===== src/rtl/bus_arbiter.sv =====
// Four-master round-robin bus arbiter with active-low requests and grants.
// An optional hold limit hands the bus on when one owner keeps it too long.
module bus_arbiter #(
   parameter int HOLD_MAX = 16,
   parameter int CNT_W    = 5
) (
   input  logic       clk,
   input  logic       reset,
   input  logic       m0_req_,
   input  logic       m1_req_,
   input  logic       m2_req_,
   input  logic       m3_req_,
   output logic       m0_grnt_,
   output logic       m1_grnt_,
   output logic       m2_grnt_,
   output logic       m3_grnt_,
   output logic [1:0] owner,
   output logic       preempt
);

   typedef enum logic [1:0] {
      OWN0 = 2'd0,
      OWN1 = 2'd1,
      OWN2 = 2'd2,
      OWN3 = 2'd3
   } state_t;

   state_t           state_reg, state_next;
   logic [CNT_W-1:0] hold_reg, hold_next;
   logic [3:0]       grnt_reg, grnt_next;
   logic             preempt_reg, preempt_next;

   logic [3:0] req;
   logic [1:0] owner_idx;
   logic [2:0] rot;
   logic       own_req;
   logic       other_req;
   logic       at_limit;
   logic [1:0] step;

   assign req       = ~{m3_req_, m2_req_, m1_req_, m0_req_};
   assign owner_idx = state_reg;
   assign own_req   = req[owner_idx];

   // rot[j] is the request of the master j+1 places after the owner.
   for (genvar gi = 0; gi < 3; gi++) begin : g_rot
      assign rot[gi] = req[owner_idx + 2'(gi + 1)];
   end

   assign other_req = |rot;

   always_comb begin
      step = 2'd3;
      if (rot[0]) begin
         step = 2'd1;
      end else if (rot[1]) begin
         step = 2'd2;
      end
   end

   if (HOLD_MAX == 0) begin : g_no_limit
      assign at_limit = 1'b0;
   end else begin : g_limit
      assign at_limit = (hold_reg == CNT_W'(HOLD_MAX - 1));
   end

   always_comb begin
      state_next   = state_reg;
      preempt_next = 1'b0;
      hold_next    = hold_reg;

      if (!own_req) begin
         if (other_req) begin
            state_next = state_t'(owner_idx + step);
         end
      end else if (other_req && at_limit) begin
         state_next   = state_t'(owner_idx + step);
         preempt_next = 1'b1;
      end

      // Saturate so an unlimited owner never wraps the counter.
      if (state_next != state_reg) begin
         hold_next = '0;
      end else if (!other_req) begin
         hold_next = '0;
      end else if (own_req && (hold_reg != {CNT_W{1'b1}})) begin
         hold_next = hold_reg + 1'b1;
      end
   end

   for (genvar gi = 0; gi < 4; gi++) begin : g_grant
      assign grnt_next[gi] = (state_next != state_t'(gi));
   end

   always_ff @(posedge clk or posedge reset) begin
      if (reset) begin
         state_reg   <= OWN0;
         hold_reg    <= '0;
         grnt_reg    <= 4'b1110;
         preempt_reg <= 1'b0;
      end else begin
         state_reg   <= state_next;
         hold_reg    <= hold_next;
         grnt_reg    <= grnt_next;
         preempt_reg <= preempt_next;
      end
   end

   assign m0_grnt_ = grnt_reg[0];
   assign m1_grnt_ = grnt_reg[1];
   assign m2_grnt_ = grnt_reg[2];
   assign m3_grnt_ = grnt_reg[3];
   assign owner    = state_reg;
   assign preempt  = preempt_reg;

endmodule


===== config.mk =====
export PLATFORM = sky130hd
export DESIGN_NAME = bus_arbiter
export DESIGN_NICKNAME = d
export VERILOG_FILES = /design/src/rtl/bus_arbiter.sv
export SDC_FILE = /design/constraint.sdc
export NUM_CORES = 1
export LEC_CHECK = 0
export ABC_AREA = 1
export BUFFER_PORTS_ARGS = -buffer_cell sky130_fd_sc_hd__buf_2
export CORE_UTILIZATION = 50
export CTS_CLUSTER_SIZE = 14
export DETAILED_ROUTE_END_ITERATION = 8
export PLACE_DENSITY = 0.81
export SYNTH_ARGS = -nofsm -noshare
export SYNTH_HDL_FRONTEND = slang
export SYNTH_SLANG_ARGS = --single-unit

===== constraint.sdc =====
create_clock -name clk -period 2 [get_ports clk]
set_clock_uncertainty 0.1 [all_clocks]
set_input_delay 0.6 -clock clk [delete_from_list [all_inputs] [get_ports clk]]
set_output_delay 0.6 -clock clk [all_outputs]
set_load 0.01 [all_outputs]

==> Yosys cells after proc, flatten, opt, wreduce, memory -nomap -nowiden <==
Index checks and enable logic that the tools add are counted.
{ "word_totals": {"elab_cells": 43, "input_bits": 6, "out_inout_bits": 7, "reg_bits": 12} }
{ "op_classes": {"muxes": 18, "n_reduce_logical": 4, "eq_ne": 7, "addsub": 5, "magnitude_cmp": 4, "bitwise": 1} }
{ "op_table": {"columns": ["operator", "count"], "rows": [
  ["2-to-1 mux 5 bit", 3],
  ["less-than comparator 2 x 3 -> 1 bit, second input constant", 4],
  ["binary-select mux 1 bit (select 2 bit)", 4],
  ["2-to-1 mux 2 bit", 4],
  ["2-to-1 mux 1 bit", 7],
  ["adder 5 x 1 -> 5 bit, second input constant", 1],
  ["== test 5 x 4 -> 1 bit, second input constant", 1],
  ["inequality test 5 bit, second input constant", 1],
  ["adder 2 bit, second input constant", 2],
  ["inequality test 2 bit, second input constant", 2],
  ["inverter 4 bit", 1],
  ["inequality test 3 x 1 -> 1 bit, second input constant", 1],
  ["OR reduction 3 bit", 1],
  ["adder 2 x 1 -> 2 bit, second input constant", 1],
  ["adder 2 bit", 1],
  ["logical AND 1 bit", 2],
  ["inequality test 2 x 1 -> 1 bit, second input constant", 1],
  ["inequality test 2 bit", 1],
  ["nonzero test 2 bit", 1]
]} }

==> Logic depth before layout (Yosys ltp) <==
{ "depth": {"depth_word": 10, "mapped_depth": 17, "mapped_depth_nobuf": 16} }

==> Worst setup path after synthesis <==
No wires, ideal clock.
{ "synth_path": {"kind": "register -> register", "from": "reg state_reg[0] (netlist: owner[0])", "to": "reg grnt_reg[0]", "n_path_buf": 1, "path_stages_with_launch": 17, "arrival_time_ns": 1.815, "t_required_ns": 1.782, "path_slack_ns": -0.033, "period_less_slack_ns": 2.033, "setup_ns": 0.118, "cell_sequence": "dfrtp_1 -> buf_6 -> inv_8 -> nand2_2 -> nand2_4 -> nand2_2 -> nand2_2 -> nand2_1 -> ha_1 -> xnor2_1 -> nand3_1 -> nand2_1 -> nand2_1 -> nand2_1 -> nand2_2 -> nand2_2 -> nand2_1"} }
{ "synth_via": {"elab_chain_len": 9, "word_cells_on_any_way": 20, "classes_between": "add/sub: 4; mux: 13; reduce/logical: 3"} }
{ "synth_rtl": {"columns": ["item", "line", "text"], "rows": [
  ["start: declaration", "28", "state_t state_reg, state_next;"],
  ["start signal: assignment", "102", "state_reg <= state_next;"],
  ["adder 2 bit", "47", "assign rot[gi] = req[owner_idx + 2'(gi + 1)];"],
  ["binary-select mux 1 bit (select 2 bit)", "47", null],
  ["2-to-1 mux 1 bit (implied by the code)", "47", null],
  ["2-to-1 mux 1 bit", "56", "end else if (rot[1]) begin"],
  ["2-to-1 mux 2 bit", "54", "if (rot[0]) begin"],
  ["adder 2 bit", "74, 77", null],
  ["2-to-1 mux 2 bit (on tied branches)", "73, 76", null],
  ["2-to-1 mux 2 bit *", "72", "if (!own_req) begin"],
  ["nonzero test 2 bit *", "92", "assign grnt_next[gi] = (state_next != state_t'(gi));"],
  ["named net grnt_next[0]", "30", "logic [3:0] grnt_reg, grnt_next;"],
  ["end signal: assignment", "104", "grnt_reg <= grnt_next;"],
  ["end: declaration", "30", null]
]} }
The timed path passes the listed nets; every way through them passes the cells marked *. The select of a mux whose other input is x is not followed.
A chain may end at the register's enable or synchronous reset.

==> Worst setup path after layout <==
Same ends and word-level chain as after synthesis.

==> impl_results.md <==
* CP Data Required Time at between 2 and 2.5 ns
* I/O Pins at 13
* Violated checks: setup timing
* TritonRoute pass-1 iters at 4
* Largest family of logic cells by synthesized area: simple AND/OR/NAND/NOR gates
* Hold Buf Count CTS at 0
* Post-detail-place hpwl at 1623 µm
* Synth Area in Adders at 0.05155
* Final setup vio count at 7
* Most frequent cells in the layout: buf_4 (32), nand2_1 (22), nand2_2 (17), inv_1 (16), nand2_4 (12)
* Max Fclk at 468.0 MHz
* Unique masters post-synth at 23
* Post-DRT Antenna Nets at 0
* RSZ-0062 raised after global routing: true
* Fraction of layout cells with a size suffix above 1 at 0.6158
* Yosys warns at 0
* Inserted Clock Buffers at 3
* Root buffer cell: clkbuf_4
* Critical path launch point type: flip-flop
* PD cells at 2054 nW/µm²
* Logic gate share of total power at 0.796
* Clk pin slew, worst setup/hold paths at 0.08 ns
* Largest net degree at the start of global routing at 13
* Max stage delay on crit path at just over 0.5 ns
* Synth Area per Inst at 7.706 µm²
* Most common cell after layout, fill and taps aside: buf_4
* Hold Slack at approximately 0.23 ns
* Relative slew slack at 0.7155
* Cell Count Post-Placement at between 150 and 200
* Routed via count at about 1000
* Reg2reg end: grnt_reg[0]
* Initial core utilization at 0.5504
* CP most frequent cell: nand2_2
* Sequential share of power at 0.141
* Core box area at between 1500 and 2000 µm²
* Max FFs per register at 5
* Clock Latency Late Sink at 0.27 ns
* H-tree depth at 1
* CP max FO at 7
* Dpl ws at -0.2233 ns
* # nets final at around 190
* Reg2reg start: owner[0]
* Tcrit/Tclk final at 1.068
* Hold/Removal Path Class: in -> async
* Hold Violations, Final at 0
* Post-synthesis sequential area ratio at 0.3131
* R2R setup slack at -0.14 ns
* GRT Residual Overflow at 0
* Via-to-Cell Ratio at around 5.2
* Die Area at about 2100 µm²
* P_sw at approximately 0.0015 W
* Static Leakage at about 0.79 nW
* Sw Share at 0.4863
* Cells after synthesis at 126
* Synthesized Nets at 136
* Worst-path cell chain: buf_6 > inv_4 > nand2_4 > nand3_2 > nand2_4 > nand2_4 > ha_4 > xnor2_4 > nand3_2 > nand2_2 > nand2_2 > nand2_2 > nand2_2 > nand2_2 > nand2_2
* Vias in the first global route at 916
* Iter 0 DRT Violations at 27
* Critical Path AT at 2.20 ns
* Number of port buffers at 12
* First-pass GRT wire length at 3981 µm
* Routability Congestion at about 0.83
* Pin slew with the least headroom to its limit at 0.4263 ns
* Critical path capture point type: flip-flop
* Mux share of post-synthesis cell area at 0
* Die Wd at 46.07 µm
* Crit path kind: reg -> reg
* Routed Wire Length at 3192 µm
* Fin worst setup slack at -0.1368 ns
* Layout Area Growth over Synthesis at 53.61%
* Die Span Y at 46.07 µm
* Int Power at around 0.0016 W
* Final Critical Period at 2.137 ns
* Clock Tree Buf Depth at 2
* Finished Core Util at 0.8454
* Total of max-cap violations at 0
* Total GRT Usage at 0.2778
* R2R depth at 15
* Final Non-Filler Cells at 202
* Initial antenna violation count at 0
* Worst VDD drop at around 1.6 mV
* Cell row count at 15
* ANT cells at 0
* Yosys top cell area share at 0.2320
* Fraction of the mapped netlist area in compound gates at 0.01418
* Status: finished, violations left
* XOR/XNOR Fraction of Synth Area at 0.03608
* Avg WL per Cell at 15.80 µm
* Area leader, netlist: dfrtp_1
* Drt drc at 0
* Synth Cell Area at 970.9 µm²
* Seq cells post-synth at 12
* Area share of and/or/nand/nor cells after synthesis at 0.4678
* Clock sinks at 12
* TritonCTS clock tree: done
* Main area contributors after synthesis: dfrtp_1 (23%), nand2_1 (12%), nand2_2 (8.4%)
* Clock share of power at 0.063
* Slew Limit Fails at 0
* CP max-delay cell: dfrtp_2
==> metrics by stage <==
step	power (W)	instance area [µm²]	setup TNS, ns
5_1_grt	0.003224	1491	-1.137
6_report	0.003064	1491	-0.5091
3_5_place_dp	0.002049	1211	-1.732
3_3_place_gp	0.001983	1211	-0.9247
2_1_floorplan	0.001512	980.9	0
4_1_cts	0.002548	1375	0
==> cells in the mapped netlist <==
| cell type | count |
|---|---|
| nand2_1 | 32 |
| inv_1 | 18 |
| nand2_2 | 13 |
| dfrtp_1 | 9 |
| nand3_1 | 9 |
| nor2_1 | 9 |
| nand2_4 | 6 |
| nand3_2 | 6 |
| ha_1 | 4 |
| dfstp_2 | 3 |
| xor2_1 | 3 |
| inv_4 | 2 |
| nand4_1 | 2 |
| a21oi_2 | 1 |
| buf_4 | 1 |
| buf_6 | 1 |
| inv_2 | 1 |
| inv_8 | 1 |
| nand3_4 | 1 |
| nor2_4 | 1 |
| nor3_1 | 1 |
| o21ai_0 | 1 |
| xnor2_1 | 1 |
==> worst max path at each step <==
stage          startpoint     endpoint  slack [ns]  cells after the start
5_1_grt          owner[0]  grnt_reg[0]       -0.19                     15
3_5_place_dp      m0_req_  grnt_reg[0]       -0.22                     15
3_3_place_gp      m0_req_  grnt_reg[0]       -0.12                     15
2_1_floorplan    owner[0]  grnt_reg[0]       0.001                     16
6_report         owner[0]  grnt_reg[0]       -0.14                     15
4_1_cts          owner[0]  grnt_reg[0]       0.003                     15
==> critical path: cells and delay by family, from the launching register on <==
family	cells	cell delay, ns
flip-flops	1	0.51
adder cells (fa/ha/maj)	1	0.17
buffers and inverters	2	0.20
XOR/XNOR	1	0.19
AND/OR/NAND/NOR	11	0.85
==> final cells by class <==
type | instances | area, µm²
Multi-Input combinational cell | 90 | 664.4
Timing Repair Buffer | 48 | 351.6
Sequential cell | 12 | 306.5
Fill cell | 103 | 272.8
Inverter | 22 | 95.09
Clock buffer | 4 | 36.28
Tap cell | 25 | 31.28
Timing Repair inverter | 1 | 6.256
==> power groups by stage <==
stage | Clock (W) | Combinational [W] | Sequential (W)
after floorplan | 0 | 0.00111 | 0.000404
after global placement | 0 | 0.00155 | 0.000434
after detailed placement | 0 | 0.00161 | 0.000439
after CTS | 0.000190 | 0.00193 | 0.000424
after global routing | 0.000207 | 0.00258 | 0.000441
final | 0.000192 | 0.00244 | 0.000433
==> metal layers <==
layer	track usage	part of all wire	vias to the layer above	routed length [µm]
li1	-	-	485	-
met1	0.2983	0.36	497	1152
met2	0.5408	0.53	47	1707
met3	0.03137	0.057	14	181
met4	0.1059	0.047	0	150
met5	0	0	-	0
==> logic make-up after synthesis <==
logic type      after synthesis
xor+xnor                      4
simple gates                 80
flops                        12
fa+ha+maj                     4
compound gates                2
buf+inv                      24
==> timing repair <==
item,CTS,global route
endpoints found under the setup margin,10,11
pin swaps,15,17
cloned,0,1
resized for setup,15,20
setup buffers,12,6
Power figures use the tool's default switching activity.
